### src/rtl/regfile_param.sv
// rtl/regfile_param.sv - parametrised N-read/1-write register file with write-first bypass and zeroing sweep
// Optional macro REGFILE_R0_ZERO_EN hardwires entry 0 to zero.
module regfile_param #(
  parameter int DATA_W = 8,
  parameter int ADDR_W = 3,
  parameter int NUM_RD = 2
) (
  input  logic                       clk_i,
  input  logic                       reset_i,
  input  logic                       clear_i,
  output logic                       ready_o,
  input  logic                       write_i,
  input  logic [ADDR_W-1:0]          write_addr_i,
  input  logic [DATA_W-1:0]          write_data_i,
  input  logic [NUM_RD*ADDR_W-1:0]   rd_addr_i,
  output logic [NUM_RD*DATA_W-1:0]   rd_data_o
);

  localparam int DEPTH = 1 << ADDR_W;
  localparam logic [ADDR_W-1:0] LAST = {ADDR_W{1'b1}};

`ifdef REGFILE_R0_ZERO_EN
  localparam bit R0_ZERO = 1'b1;
`else
  localparam bit R0_ZERO = 1'b0;
`endif

  typedef enum logic {INIT, RUN} state_t;

  state_t             state_q, state_d;
  logic [ADDR_W-1:0]  cnt_q, cnt_d;
  logic [DATA_W-1:0]  mem [DEPTH];

  logic               mem_we;
  logic [ADDR_W-1:0]  mem_waddr;
  logic [DATA_W-1:0]  mem_wdata;
  logic               wr_ok;

  // A writeback only lands in RUN, and never alongside a clear request.
  assign wr_ok = write_i && !(R0_ZERO && (write_addr_i == '0));

  always_comb begin
    state_d   = state_q;
    cnt_d     = cnt_q;
    mem_we    = 1'b0;
    mem_waddr = write_addr_i;
    mem_wdata = write_data_i;
    case (state_q)
      INIT: begin
        mem_we    = 1'b1;
        mem_waddr = cnt_q;
        mem_wdata = '0;
        cnt_d     = cnt_q + ADDR_W'(1);
        if (cnt_q == LAST) state_d = RUN;
      end
      RUN: begin
        if (clear_i) begin
          state_d = INIT;
          cnt_d   = '0;
        end else begin
          mem_we = wr_ok;
        end
      end
      default: begin
        state_d = INIT;
        cnt_d   = '0;
      end
    endcase
    if (reset_i) mem_we = 1'b0;
  end

  always_ff @(posedge clk_i) begin
    if (reset_i) begin
      state_q <= INIT;
      cnt_q   <= '0;
    end else begin
      state_q <= state_d;
      cnt_q   <= cnt_d;
    end
  end

  // Storage carries no reset so it can map onto a RAM macro.
  always_ff @(posedge clk_i) begin
    if (mem_we) mem[mem_waddr] <= mem_wdata;
  end

  assign ready_o = (state_q == RUN);

  for (genvar k = 0; k < NUM_RD; k++) begin : g_rd
    logic [ADDR_W-1:0] ra;
    logic [DATA_W-1:0] rdat;
    assign ra = rd_addr_i[k*ADDR_W +: ADDR_W];
    always_comb begin
      rdat = '0;
      if (state_q == RUN) begin
        if (R0_ZERO && (ra == '0))
          rdat = '0;
        else if (write_i && (ra == write_addr_i))
          rdat = write_data_i;
        else
          rdat = mem[ra];
      end
    end
    assign rd_data_o[k*DATA_W +: DATA_W] = rdat;
  end

endmodule

### config.mk
export PLATFORM = sky130hd
export DESIGN_NAME = regfile_param
export DESIGN_NICKNAME = d
export VERILOG_FILES = /design/src/rtl/regfile_param.sv
export SDC_FILE = /design/constraint.sdc
export NUM_CORES = 1
export LEC_CHECK = 0
export ABC_AREA = 1
export CAP_MARGIN = 20
export CORE_ASPECT_RATIO = 1.1
export CORE_MARGIN = 1.5
export CORE_UTILIZATION = 60
export DETAILED_ROUTE_END_ITERATION = 16
export GPL_TIMING_DRIVEN = 0
export HOLD_SLACK_MARGIN = 0.12
export PLACE_DENSITY = 0.83
export SLEW_MARGIN = 10
export SYNTH_ARGS = -nofsm -noshare
export SYNTH_HDL_FRONTEND = slang
export SYNTH_SLANG_ARGS = --single-unit
### constraint.sdc
create_clock -name clk_i -period 3.7 [get_ports clk_i]
set_clock_uncertainty 0.1 [all_clocks]
set_input_delay 0.74 -clock clk_i [delete_from_list [all_inputs] [get_ports clk_i]]
set_output_delay 0.74 -clock clk_i [all_outputs]
set_load 0.05 [all_outputs]
==> flow_summary.ini <==
[finish]
n_antenna_cell = 0
drive_gt1_share_pct = 12.86
fill_cells = 509
area_delta_synth_final_pct = 15.06
fin_cells = 642
fin_area_um2 = 4618
nets = 579
fin_util_pct = 70.87

[global_route]
antenna_found_initial = 0
first_global_vias = 3443
grt_first_pass_wirelength_um = 17080
gr-usage-met3_pct = 7.938
grt_overflow = 0
grt_use_total_pct = 32.72
globalRoute.busiestLayer = met2
grt_max_degree = 12
grtUsageMet1_pct = 44.40
use_met2_pct = 49.77

[timing]
finalCritPeriodShare_pct = 95.17
finalSetupViolations = 0
tightest_slew_ps = 933.5
relSlewSlack_pct = 37.54
rsz0062_at_grt = no
period_needed_ps = 3521
final_hold_viol_count = 0
clock.fmax_mhz = 284.0
final.setup.tns_ps = 0
slew_viol_final = 0

[synth]
syn_inst = 514
syn_area_um2 = 4014
syn_avg_cell_area_um2 = 7.809
ys.warnings.count = 0
synth_nets = 537
synthTopCellsByArea = edfxtp_1 48%, nand2_1 20%, nand3_1 12%
synth_top_area_share_pct = 47.88
synth_area_leader_cell = edfxtp_1
synth_seq_cells = 68
seq_area_frac_synth_pct = 49.88
yosys.cell_types.count = 20

[drt]
wirelength_um = 10870
vias = 3751
drcViolationCount = 0
wire_per_inst_um = 16.93
drtPass1Iterations = 5
ant_nets = 0
drt_iter0_drc = 449
viasPerCell = 5.843

[setup_path]
crit_path_frequent_cell = nand2_1
start_kind = input pin
slowest_stage = clkdlybuf4s50_1
cp_cell_sequence = clkdlybuf4s50_1, inv_2, nand2_1, nand2_1, nor2_4, nand2_4, nand2_1, nor2_1, nor2_2, dlygate4sd2_1
cp.required_ps = 2860
arrival_ps = 2680
cp_max_fo = 9
crit_buf_inv = 3
critPathTopFamily = buffers and inverters
slowest_delay_ps = 560
endpoint_kind = output pin
criticalPathCategory = in -> out

[cts]
cts_sinks = 68
cts_setup_buffers = 0
htreeDepth = 3
root_buffer = clkbuf_8
clkTransAtPathRegs_ps = 80
cts_buffers = 9
clock_path_buffers = 2
clock_latency_ps = 350
cts_tree = done

[placed_design]
placed_cells = 627
io_buffers = 31
dpl_cell_area_um2 = 4427
gp_congestion = 0.8910
dp_hpwl_um = 7740

[die]
dieWidth_um = 80.99
row_count = 31
ios = 38
start_util_pct = 61.60
core_area_um2 = 6516
die-area_um2 = 7190
fp.dieH_um = 88.78

[min_path]
hold_class = reg -> reg

[flow_run]
max-cap-violations = 0

[power_and_ir_drop]
irDropWorstVdd_mv = 0.3307
leakagePower_nw = 2.176
power.density_nw_per_um2 = 366.2

[run_status]
outcome = complete, no violations
==> Yosys cell counts <==
master	count
inv_1	23
clkbuf_1	3
inv_2	6
nand2_2	4
nor2_2	16
buf_2	13
a21oi_1	6
o21ai_0	2
nor2_4	2
nand3_1	99
inv_4	2
nand2_1	209
ha_1	2
buf_6	2
edfxtp_1	64
buf_4	10
nor2_8	2
nor2_1	43
dfxtp_1	4
nand2_4	2
==> power by group <==
part | internal [mW] | leakage [nW] | switching (mW)
Combinational | 0.0801 | 1.42 | 0.166
Clock | 0.304 | 0.0858 | 0.279
Sequential | 0.852 | 0.670 | 0.00944
Total | 1.24 | 2.18 | 0.455
==> cell families (layout without fill, tap and decap cells) <==
kind of cell    count (synthesis)  in the layout  share of synthesized area (%)
compound gates                  8              8                         0.9975
fa+ha+maj                       2              2                         0.6233
buf+inv                        59            105                          7.356
flops                          68             68                          49.88
simple gates                  377            377                          41.15
==> flip-flops by register name, indices dropped and copies added (netlist names) <==
signal / cells
ready_o: 1
mem: 64
cnt_q: 3
==> path summary, 6_finish.rpt <==
path                                       startpoint                     to  slack, ps  cells after the start
worst max register to register     ready_o$_SDFF_PP0_    mem[1][2]$_DFFE_PP_       1430                      4
worst min-delay path            cnt_q[0]$_SDFFE_PP0P_  cnt_q[0]$_SDFFE_PP0P_        410                      2
worst max-delay path                  write_addr_i[1]           rd_data_o[8]        180                     10
worst min register to register  cnt_q[0]$_SDFFE_PP0P_  cnt_q[0]$_SDFFE_PP0P_        410                      2
==> layer usage <==
| layer | share of wire (%) | vias to the layer above |
|---|---|---|
| li1 | - | 1748 |
| met1 | 39 | 1670 |
| met2 | 45 | 299 |
| met3 | 13 | 34 |
| met4 | 2.9 | 0 |
| met5 | 0 | - |
==> placed cells by master, fill, tap and decap left out <==
cell	n
a21oi_1	6
buf_2	13
buf_4	10
buf_6	2
bufinv_16	1
clkbuf_1	4
clkbuf_8	9
clkdlybuf4s50_1	15
clkinv_1	1
clkinv_2	1
clkinvlp_4	2
dfxtp_1	4
dlygate4sd2_1	8
dlymetal6s2s_1	8
edfxtp_1	64
ha_1	2
inv_1	23
inv_2	6
inv_4	2
nand2_1	209
nand2_2	4
nand2_4	2
nand3_1	99
nor2_1	43
nor2_2	16
nor2_4	2
nor2_8	2
o21ai_0	2
==> metrics by stage <==
step           power, mW  setup slack (ps)  hold WS [ps]
2_1_floorplan      1.041              1040         364.2
3_3_place_gp       1.110            -22.51         385.4
3_5_place_dp       1.117            -53.09         400.1
4_1_cts            1.677            0.5087         410.6
5_1_grt            1.740             69.31         460.2
6_report           1.691             178.8         412.7
==> layout make-up <==
type,count,area [µm²],share of cell area [%]
sequential,68,2002,43.35
multi-input combinational,387,1717,37.17
timing repair buffer,31,320.3,6.936
buffer,28,173.9,3.766
clock buffer,10,127.6,2.763
inverter,31,121.4,2.628
tap,82,102.6,2.222
clock inverter,5,53.80,1.165
==> tightest hold or removal path, stage by stage (launching register included) <==
cell and delay (ps):
dfxtp_1 340, nand3_1 80, a21oi_1 50
==> timing repair <==
action,in CTS,in global routing
setup endpoints to repair,8,8
hold buffers,0,0
gates resized for setup,8,8
pin swaps,0,0
Power figures use the tool's default switching activity.
==> RTL change, RTL diff (config.mk and constraints unchanged) <==
Build with the macro `REGFILE_R0_ZERO_EN` defined.
--- a/src/rtl/regfile_param.sv
+++ b/src/rtl/regfile_param.sv
@@ -1,5 +1,7 @@
 // rtl/regfile_param.sv - parametrised N-read/1-write register file with write-first bypass and zeroing sweep
 // Optional macro REGFILE_R0_ZERO_EN hardwires entry 0 to zero.
+`define REGFILE_R0_ZERO_EN
+
 module regfile_param #(
   parameter int DATA_W = 8,
   parameter int ADDR_W = 3,
Function: changed (a bounded check fails within 10 cycles, from zero or initial values and one cycle with reset_i high).
==> RTL change against the unedited design <==
Critical path depth is the same. Sequential cell count is the same. Total power shrank 1.4%. Critical endpoint is now rd_data_o[11]. Area after synthesis grew 0.59%. Cell area grew 0.79%. Setup slack gained 0.038 ns. Non-clock buffer count shrank 1. Register-to-register slack lost 0.17 ns. Combinational power grew 3%. Die area grew 0.57%. Synthesized cell count grew 0.19%. Wire length grew 4.3%.
==> RTL change: results (changes against the unedited design) <==
Outcome
  – Outcome: complete, no violations

Clocking
  – H-tree depth: 3 (unchanged)
  – Root Driver: clkbuf_8
  – CTS buffer count: 9 (unchanged)

Synthesis
  – Syn Nets: 538 (+0.19%)
  – Most frequent cells after synthesis: 208 x nand2_1, 100 x nand3_1, 64 x edfxtp_1, 43 x nor2_1, 21 x inv_1
  – Post-synthesis sequential area ratio: 0.496 (-0.00294)
  – Count of cell types in the netlist: 23 (+15%)
  – Synth top area cells: edfxtp_1 48%, nand2_1 19%, nand3_1 12%

GRT
  – Gr usage total: 0.337 (+0.0102)
  – Largest net degree at the start of global routing: 14 (+2)
  – Vias in the first global route: 3,446 (+0.087%)
  – First-pass GRT wire length: 17.4 mm (+1.6%)

Route
  – Post-DR wirelength/cell: 17.6 um (+3.8%)
  – Vias: 3,741 (-0.27%)
  – 1st-iter DRT viols: 412 (-8.2%)

Place
  – GPL Wtd Cong: 0.965 (+8.3%)
  – Post-DP HPWL: 8.17 mm (+5.6%)
  – Pre-CTS setup slack: -0.0342 ns (+0.0189 ns)

Setup path
  – Slowest stage cell, crit path: dlygate4sd2_1
  – Worst EP arrival: 2.64 ns (-0.04 ns)

STA
  – Worst Tran Pin Value: 1.09 ns (+0.160 ns)

Power
  – Leakage: 2.12 nW (-2.3%)
  – VDD IR max: 0.000324 V (-2.0%)
  – Sw power: 0.489 mW (+7.6%)

Final layout
  – Share of cells above drive strength 1: 0.139 (+0.00997)
  – Final net count: 581 (+0.35%)
-- RTL change: cell count changes in the layout (fill, tap and decap cells not counted), moves of 2 or more --
| cell | delta |
|---|---|
| a31oi_2 | +2 |
| nor3_1 | +2 |
| dlymetal6s2s_1 | -4 |
| inv_6 | +2 |
| buf_4 | +4 |
| dlygate4sd2_1 | +4 |
| nor2_2 | -8 |
| inv_1 | -2 |
| buf_2 | -3 |
| nor3_2 | +6 |
| clkbuf_1 | -2 |
-- RTL change: kinds of logic (layout without fill, tap and decap cells) --
logic type / count (synthesis) / after routing / share of synthesized area
AO/OA/AOI/OAI: 10 / 10 / 0.0170
buffers and inverters: 57 / 105 / 0.0725
AND/OR/NAND/NOR: 378 / 378 / 0.408
flip-flops: 68 / 68 / 0.496
adder cells (fa/ha/maj): 2 / 2 / 0.00620
-- RTL change: cell type report --
type	count	area (sq um)
clock inverters	7	50.0
inverters	31	124
multi-input cells	390	1770
flip-flops and latches	68	2000
clock buffers	9	124
fillers	542	1900
repair buffers	32	310
well taps	82	103
plain buffers	26	169
-- RTL change: repair_timing --
item                                    4_1_cts  5_1_grt
endpoints found under the setup margin       12        4
setup buffers                                 0        0
gates resized for setup                      12        4
-- RTL change: power groups by stage --
stage / Combinational [mW] / Sequential [mW] / Clock [mW]
CTS: 0.248 / 0.861 / 0.550
floorplan: 0.167 / 0.876 / 0
finish: 0.254 / 0.861 / 0.552
global placement: 0.237 / 0.878 / 0
detailed placement: 0.247 / 0.878 / 0
global route: 0.275 / 0.863 / 0.585
-- RTL change: metrics by stage --
stage | cell area, sq um | util | TNS (ns) | instances
final | 4650 | 0.710 | 0 | 645
after global routing | 4650 | 0.710 | 0 | 645
after CTS | 4640 | 0.708 | 0 | 644
after detailed placement | 4480 | 0.684 | -0.202 | 628
after global placement | 4450 | 0.679 | -0.0357 | 628
after floorplan | 4040 | - | 0 | 515
-- RTL change: path summary, 6_finish.rpt --
kind / cells after the start / to / slack [ns] / startpoint
setup / recovery: 10 / rd_data_o[11] / 0.22 / write_addr_i[2]
hold / removal: 2 / cnt_q[0] / 0.41 / cnt_q[0]
setup reg to reg: 6 / mem[7][1] / 1.26 / ready_o
hold reg to reg: 2 / cnt_q[0] / 0.41 / cnt_q[0]
-- RTL change: worst max-delay path, delay by kind of cell --
kind          cells  cell delay [ns]
buf+inv           3             1.17
simple gates      7             0.72
-- RTL change: metal layers --
metal  up-vias  share of wire  GRT usage  routed length [um]
met3        39           0.11     0.0622                1280
met1      1677           0.39      0.445                4420
met5         -              0          0                   0
li1       1777              -          -                   -
met2       248           0.46      0.539                5260
met4         0          0.033      0.165                 375
